--- src/rtl/pwm_duty_slew.sv ---
// Duty-cycle slew limiter: moves the applied PWM duty toward the requested target
// by step_size every step_period clocks, with bypass, enable gating and a landing pulse.
module pwm_duty_slew #(
    parameter int WIDTH   = 8,
    parameter int PRESC_W = 16
) (
    input  logic               clk,
    input  logic               rst,
    input  logic               en,
    input  logic [WIDTH-1:0]   target_duty,
    input  logic [WIDTH-1:0]   step_size,
    input  logic [PRESC_W-1:0] step_period,
    output logic [WIDTH-1:0]   duty_out,
    output logic               busy,
    output logic               done
);

    typedef enum logic [1:0] {
        IDLE      = 2'd0,
        RAMP_UP   = 2'd1,
        RAMP_DOWN = 2'd2
    } state_t;

    localparam logic [PRESC_W-1:0] P_ONE  = {{(PRESC_W-1){1'b0}}, 1'b1};
    localparam logic [PRESC_W-1:0] P_ZERO = {PRESC_W{1'b0}};
    localparam logic [WIDTH-1:0]   D_ZERO = {WIDTH{1'b0}};

    state_t             r_state;
    state_t             w_state_nxt;
    logic [PRESC_W-1:0] r_tick_cnt;
    logic [PRESC_W-1:0] w_tick_nxt;
    logic [PRESC_W-1:0] w_period_eff;
    logic [WIDTH-1:0]   r_duty;
    logic [WIDTH-1:0]   w_duty_nxt;
    logic [WIDTH-1:0]   w_step_duty;
    logic [WIDTH:0]     w_sum;
    logic [WIDTH:0]     w_diff;
    logic               r_busy;
    logic               r_done;
    logic               w_done_nxt;
    logic               w_tick_hit;
    logic               w_go_up;

    // Step arithmetic in WIDTH+1 bits so neither direction can wrap past the target.
    always_comb begin
        w_period_eff = (step_period == P_ZERO) ? P_ONE : step_period;
        // >= rather than == so a shortened period mid-ramp fires immediately.
        w_tick_hit   = (r_tick_cnt >= (w_period_eff - P_ONE));
        w_go_up      = (target_duty > r_duty);
        w_sum        = {1'b0, r_duty} + {1'b0, step_size};
        w_diff       = {1'b0, r_duty} - {1'b0, step_size};
        w_step_duty  = r_duty;
        if (w_go_up) begin
            if (w_sum >= {1'b0, target_duty}) begin
                w_step_duty = target_duty;
            end else begin
                w_step_duty = w_sum[WIDTH-1:0];
            end
        end else begin
            if (w_diff[WIDTH] || (w_diff <= {1'b0, target_duty})) begin
                w_step_duty = target_duty;
            end else begin
                w_step_duty = w_diff[WIDTH-1:0];
            end
        end
    end

    // Next-state, tick counter, duty and landing pulse.
    always_comb begin
        w_state_nxt = r_state;
        w_tick_nxt  = r_tick_cnt;
        w_duty_nxt  = r_duty;
        w_done_nxt  = 1'b0;
        if (!en) begin
            w_state_nxt = IDLE;
            w_tick_nxt  = P_ZERO;
            w_duty_nxt  = D_ZERO;
        end else if (step_size == D_ZERO) begin
            w_state_nxt = IDLE;
            w_tick_nxt  = P_ZERO;
            w_duty_nxt  = target_duty;
        end else begin
            case (r_state)
                IDLE: begin
                    if (target_duty != r_duty) begin
                        w_state_nxt = w_go_up ? RAMP_UP : RAMP_DOWN;
                        w_tick_nxt  = P_ZERO;
                    end else begin
                        w_state_nxt = IDLE;
                    end
                end
                RAMP_UP, RAMP_DOWN: begin
                    if (target_duty == r_duty) begin
                        w_state_nxt = IDLE;
                        w_tick_nxt  = P_ZERO;
                        w_done_nxt  = 1'b1;
                    end else begin
                        w_state_nxt = w_go_up ? RAMP_UP : RAMP_DOWN;
                        if (w_tick_hit) begin
                            w_tick_nxt = P_ZERO;
                            w_duty_nxt = w_step_duty;
                            if (w_step_duty == target_duty) begin
                                w_state_nxt = IDLE;
                                w_done_nxt  = 1'b1;
                            end else begin
                                w_done_nxt  = 1'b0;
                            end
                        end else begin
                            w_tick_nxt = r_tick_cnt + P_ONE;
                        end
                    end
                end
                default: begin
                    w_state_nxt = IDLE;
                    w_tick_nxt  = P_ZERO;
                end
            endcase
        end
    end

    // State and output registers with synchronous reset.
    always_ff @(posedge clk) begin
        if (rst) begin
            r_state    <= IDLE;
            r_tick_cnt <= P_ZERO;
            r_duty     <= D_ZERO;
            r_busy     <= 1'b0;
            r_done     <= 1'b0;
        end else begin
            r_state    <= w_state_nxt;
            r_tick_cnt <= w_tick_nxt;
            r_duty     <= w_duty_nxt;
            r_busy     <= (w_state_nxt != IDLE);
            r_done     <= w_done_nxt;
        end
    end

    assign duty_out = r_duty;
    assign busy     = r_busy;
    assign done     = r_done;

endmodule

--- config.mk ---
export PLATFORM = sky130hd
export DESIGN_NAME = pwm_duty_slew
export DESIGN_NICKNAME = d
export VERILOG_FILES = /design/src/rtl/pwm_duty_slew.sv
export SDC_FILE = /design/constraint.sdc
export NUM_CORES = 1
export LEC_CHECK = 0
export BUFFER_PORTS_ARGS = -buffer_cell sky130_fd_sc_hd__buf_2
export CORE_MARGIN = 4
export CORE_UTILIZATION = 30
export CTS_CLUSTER_DIAMETER = 50
export DETAILED_ROUTE_END_ITERATION = 12
export PLACE_DENSITY = 0.59
export SLEW_MARGIN = 20
export SYNTH_ARGS = -nofsm -noshare
export SYNTH_HDL_FRONTEND = slang
export SYNTH_SLANG_ARGS = --single-unit
--- constraint.sdc ---
create_clock -name clk -period 10.2 [get_ports clk]
set_input_delay 1.02 -clock clk [delete_from_list [all_inputs] [get_ports clk]]
set_output_delay 1.02 -clock clk [all_outputs]
set_load 0.01 [all_outputs]
; Yosys cells after proc, flatten, opt, wreduce, memory -nomap -nowiden
; Cells that the tools add are included.
; W data, S select, Z words.
[totals]
regBits = 28
in_bits = 35
output_inout_bits = 10
[classes]
addsub = 4
n_lt_le_gt_ge = 4
eq_ne = 7
mux = 23
n_bitwise = 2
n_reduce_logical = 12
[op_table]
columns = operator, n
row1 = $mux W16, 4
row2 = $mux W8, 7
row3 = $pmux W16 S2, 1
row4 = $add A16 B1 Y16 const B, 1
row5 = $eq A8 B8 Y1, 2
row6 = $ge A16 B16 Y1, 1
row7 = $logic_not A16 Y1, 1
row8 = $sub A16 B1 Y16 const B, 1
row9 = $mux W2, 7
row10 = $add A8 B8 Y9, 1
row11 = $ge A9 B8 Y1, 1
row12 = $le A9 B8 Y1, 1
row13 = $sub A8 B8 Y9, 1
row14 = $gt A8 B8 Y1, 1
row15 = $logic_not A8 Y1, 1
row16 = $ne A8 B8 Y1, 1
row17 = $reduce_bool A2 Y1, 3
row18 = $ne A2 B2 Y1 const B, 2
row19 = $pmux W2 S2, 1
row20 = $reduce_or A2 Y1, 2
row21 = $reduce_or A4 Y1, 1
row22 = $mux W1, 3
row23 = $reduce_and A3 Y1, 1
row24 = $reduce_or A3 Y1, 1
row25 = 5 further kinds, 6

; Depth between registers and ports, before layout
[depth]
depth_word = 13
mapped_depth = 19
depth_no_buf = 18

; Least setup slack after synthesis
; No wires, ideal clock.
[synth_timing]
path_type = input -> register
startpoint = in step_period[6]
endpoint = reg r_duty[0], in the netlist duty_out[0]
setup_ns = 0.117
arrival_ns = 4.600
setup_slack_ns = 5.484
cell_stages = 19
path_buffers = 1
path_cell_list = or4_4 > nor4_2 > nand2b_1 > or4_4 > nor2_4 > nor2_1 > ha_1 > nand3b_1 > nor3_1 > xnor2_1 > ha_1 > nand4_1 > nor2_1 > nand3_1 > a31oi_1 > a31oi_1 > and2_1 > clkbuf_1 > a22o_1
[synth_via]
elab_chain_len = 6
[synth_lines]
columns = element, line_no
row1 = start: declaration, 12  ; input logic [PRESC_W-1:0] step_period,
row2 = $logic_not A16 Y1, 46  ; w_period_eff = (step_period == P_ZERO) ? P_ONE : step_period;
row3 = $mux W16 (*), 46
row4 = $sub A16 B1 Y16 (*), 48  ; w_tick_hit = (r_tick_cnt >= (w_period_eff - P_ONE));
row5 = $ge A16 B16 Y1 (*), 48
row6 = $reduce_bool A2 Y1 (no line) (*), --
row7 = $reduce_and A3 Y1 (no line) (*), --
row8 = end signal: assignment, 132  ; r_duty <= w_duty_nxt;
row9 = end: declaration, 33  ; logic [WIDTH-1:0] r_duty;
; Mark *: on every way between the ends. The rest lies on a longest branch, timed or not.
; A chain may end at the register's enable or synchronous reset.

; Final worst setup path
[layout_timing]
startpoint = in step_period[6]
endpoint = reg r_tick_cnt[3]
[layout_via]
elab_chain_len = 7
[layout_lines]
columns = element, line_no
row1 = $logic_not A16 Y1, 46
row2 = $mux W16 (*), 46
row3 = $sub A16 B1 Y16 (*), 48
row4 = $ge A16 B16 Y1 (*), 48
row5 = $mux W16 (*), 99  ; if (w_tick_hit) begin
row6 = $mux W16 (*), 93  ; if (target_duty == r_duty) begin
row7 = $pmux W16 S2 (*), 83  ; case (r_state)
row8 = end signal: assignment, 131  ; r_tick_cnt <= w_tick_nxt;
row9 = end: declaration, 30  ; logic [PRESC_W-1:0] r_tick_cnt;
; Marks and branches as above.

==> run metrics <==
status complete, no violations; via count 3,558; HPWL Detailed 8.02 mm; first-pass GRT wire length about 16 mm; critical setup path kind input pin to flop; Worst-Skew Late Latency 260 ps; maximum vdd drop 0.0735 mV; Most Crowded Layer GR met2; vias in the first global route 3,265; layout cell share with drive strength beyond 1 13.3%; Arr. time, crit path around 5500 ps; Post-CTS Setup Bufs 0; final setup margin 4930 ps; total negative slack 0 ps; Worst-Margin Slew 994 ps; core footprint 12,000 sq um; Seq/Total Area, Yosys 15.3%; largest net degree at the start of global routing 18; port bufs 44; DR pass1 iterations 5; Routed wire per std cell 14.8 um; Ports 45; clk sinks 28; r2r worst-path depth 15; fin nets 602; Slew Limit Fails 0; die width about 120 um; number of diodes 0; Synth Net Count 565; met3 Usage GRT 2.54%; hold crit path type flop to flop; Place WS 4690 ps; Netlist Area Pre-Place ~3700 sq um; Num CTS Buffers 3; minimum clock period after layout 5270 ps; root buffer cell clkbuf_16; skew final ~3.1 ps; hold path cells 2; row cnt 40; Synth async-reset ratio 0%; met2 Use GR 20.5%; Syn. warnings 0; largest cells by area after synthesis ha_1, dfxtp_1, xnor2_1; H-tree depth 1; Yosys top cell area share 20.5%; die height around 120 um; Hold-fix buffers, CTS 0; clock buffer depth 2; initial antenna violation count 0; Post-synth EDFFs 0; final WL 9.63 mm; Inst Count DP 647; area leader, netlist ha_1; flops & latches, synth 28; GRT Total Usage 13.1%; CP max FO 15; Final GP Congestion 0.788; Commonest cells post-synth ha_1, inv_1, a21oi_1, dfxtp_1; post_cts resized 0; Hold Vio Cnt, Final 0; Required @ worst endpoint 10,380 ps; post-route non-filler standard cell count 650; Layout area overhead 11.5%; Initial Util 30.5%; full die area roughly 14,000 sq um; detailed-route vias per instance around 5.5; CTS tree yes; Tcrit/Tclk final 51.7%; CP Launch Type input pin; Overflow after GRT 0; RSZ-0062 raised after global routing false; PD cells 72.2 nW/um^2; Post-synth top flop dfxtp_1; clk slew on worst S/H paths 60 ps; Mapped Avg Cell Area 7.84 sq um; max_slew headroom 33.5%; Crit. End Element flop; DRT iter0 DRCs 147; most frequent cell after synthesis ha_1; Cells after Synth ~470; GR Util met1 between 10% and 20%; Max Clk Rate around 190 MHz; drt drc 0; Leak roughly 0.0017 uW; Setup-failing EPs final 0; Final Power 295 uW; Yosys cell types between 60 and 70; antenna-violating nets left 0; max-cap violations 0
## layout by cell type, fill, tap and decap left out, drive strengths merged, types with 3 or more instances in the layout
| master | n |
|---|---|
| nor4 | 8 |
| a21oi | 31 |
| a31oi | 11 |
| dfxtp | 28 |
| a211oi | 6 |
| a2bb2oi | 5 |
| xor2 | 9 |
| a22o | 7 |
| o21a | 5 |
| nand3b | 10 |
| nand2b | 10 |
| or3 | 7 |
| and3 | 11 |
| a21o | 4 |
| xnor2 | 24 |
| nor2 | 27 |
| nor3 | 23 |
| buf | 45 |
| o22ai | 8 |
| ha | 60 |
| or4 | 3 |
| inv | 37 |
| nand3 | 14 |
| clkbuf | 3 |
| nand4 | 7 |
| nor2b | 6 |
| o21ai | 29 |
| nand2 | 27 |
## cell type report
cell class                 count  area (sq um)
clock buffer                   3          75.1
sequential                    28           561
tap                          147           184
inverter                      37           139
timing repair buffer          45           228
multi-input combinational    390          2900
fill                        1296          7920
## path summary, 6_finish.rpt
kind / slack [ps] / endpoint / start
setup reg to reg: 5690 / done / duty_out[0]
hold reg to reg: 520 / r_tick_cnt[15] / r_tick_cnt[15]
setup / recovery: 4930 / r_tick_cnt[3] / step_period[6]
hold / removal: 520 / r_tick_cnt[15] / r_tick_cnt[15]
## critical path, cell delays in order
cell and delay, ps:
buf_2 130, or4_4 560, nor4_2 200, nand2b_1 120, or4_4 460, nor2_4 110, nor2_1 60, ha_1 220
nand3b_1 220, nor2_1 80, xnor2_1 130, ha_1 190, a211oi_1 190, nand2_1 90, a211oi_1 210, a31oi_1 100
buf_4 200, nor2_1 770, nand3_1 160, a31oi_1 200
## state kept, by name (all words and copies together), names as in the netlist
register,flops
r_tick_cnt,16
duty_out,8
busy,1
r_state,2
done,1
## through the flow
step | utilization [%] | instance area (sq um) | hold WS [ps]
after floorplan | - | 3670 | 479
after global placement | 33.4 | 4020 | 505
after detailed placement | 33.4 | 4020 | 513
after CTS | 34.1 | 4090 | 524
after global routing | 34.1 | 4090 | 559
final | 34.1 | 4090 | 522
## power by group
part           switching (uW)  total [uW]  internal [uW]
combinational            57.5        98.0           40.5
clock                    34.6        86.6           51.9
sequential              0.616         111            110
total                    92.8         295            203
## layer usage
layer	routed length (um)	vias up	share of wire (%)
met4	82	0	0.85
li1	-	1813	-
met3	370	12	3.8
met1	4900	1666	51
met5	0	-	0
met2	4280	67	44
## logic make-up after synthesis
| group | share of synthesized area, % |
|---|---|
| muxes | 0.273 |
| and+or+nand+nor | 23.9 |
| AOI/OAI and AO/OA | 25.3 |
| buffers and inverters | 5.56 |
| DFF | 15.3 |
| adders and majority gates | 21.6 |
| xor gates and xnor gates | 8.08 |
Power figures use the tool's default switching activity.
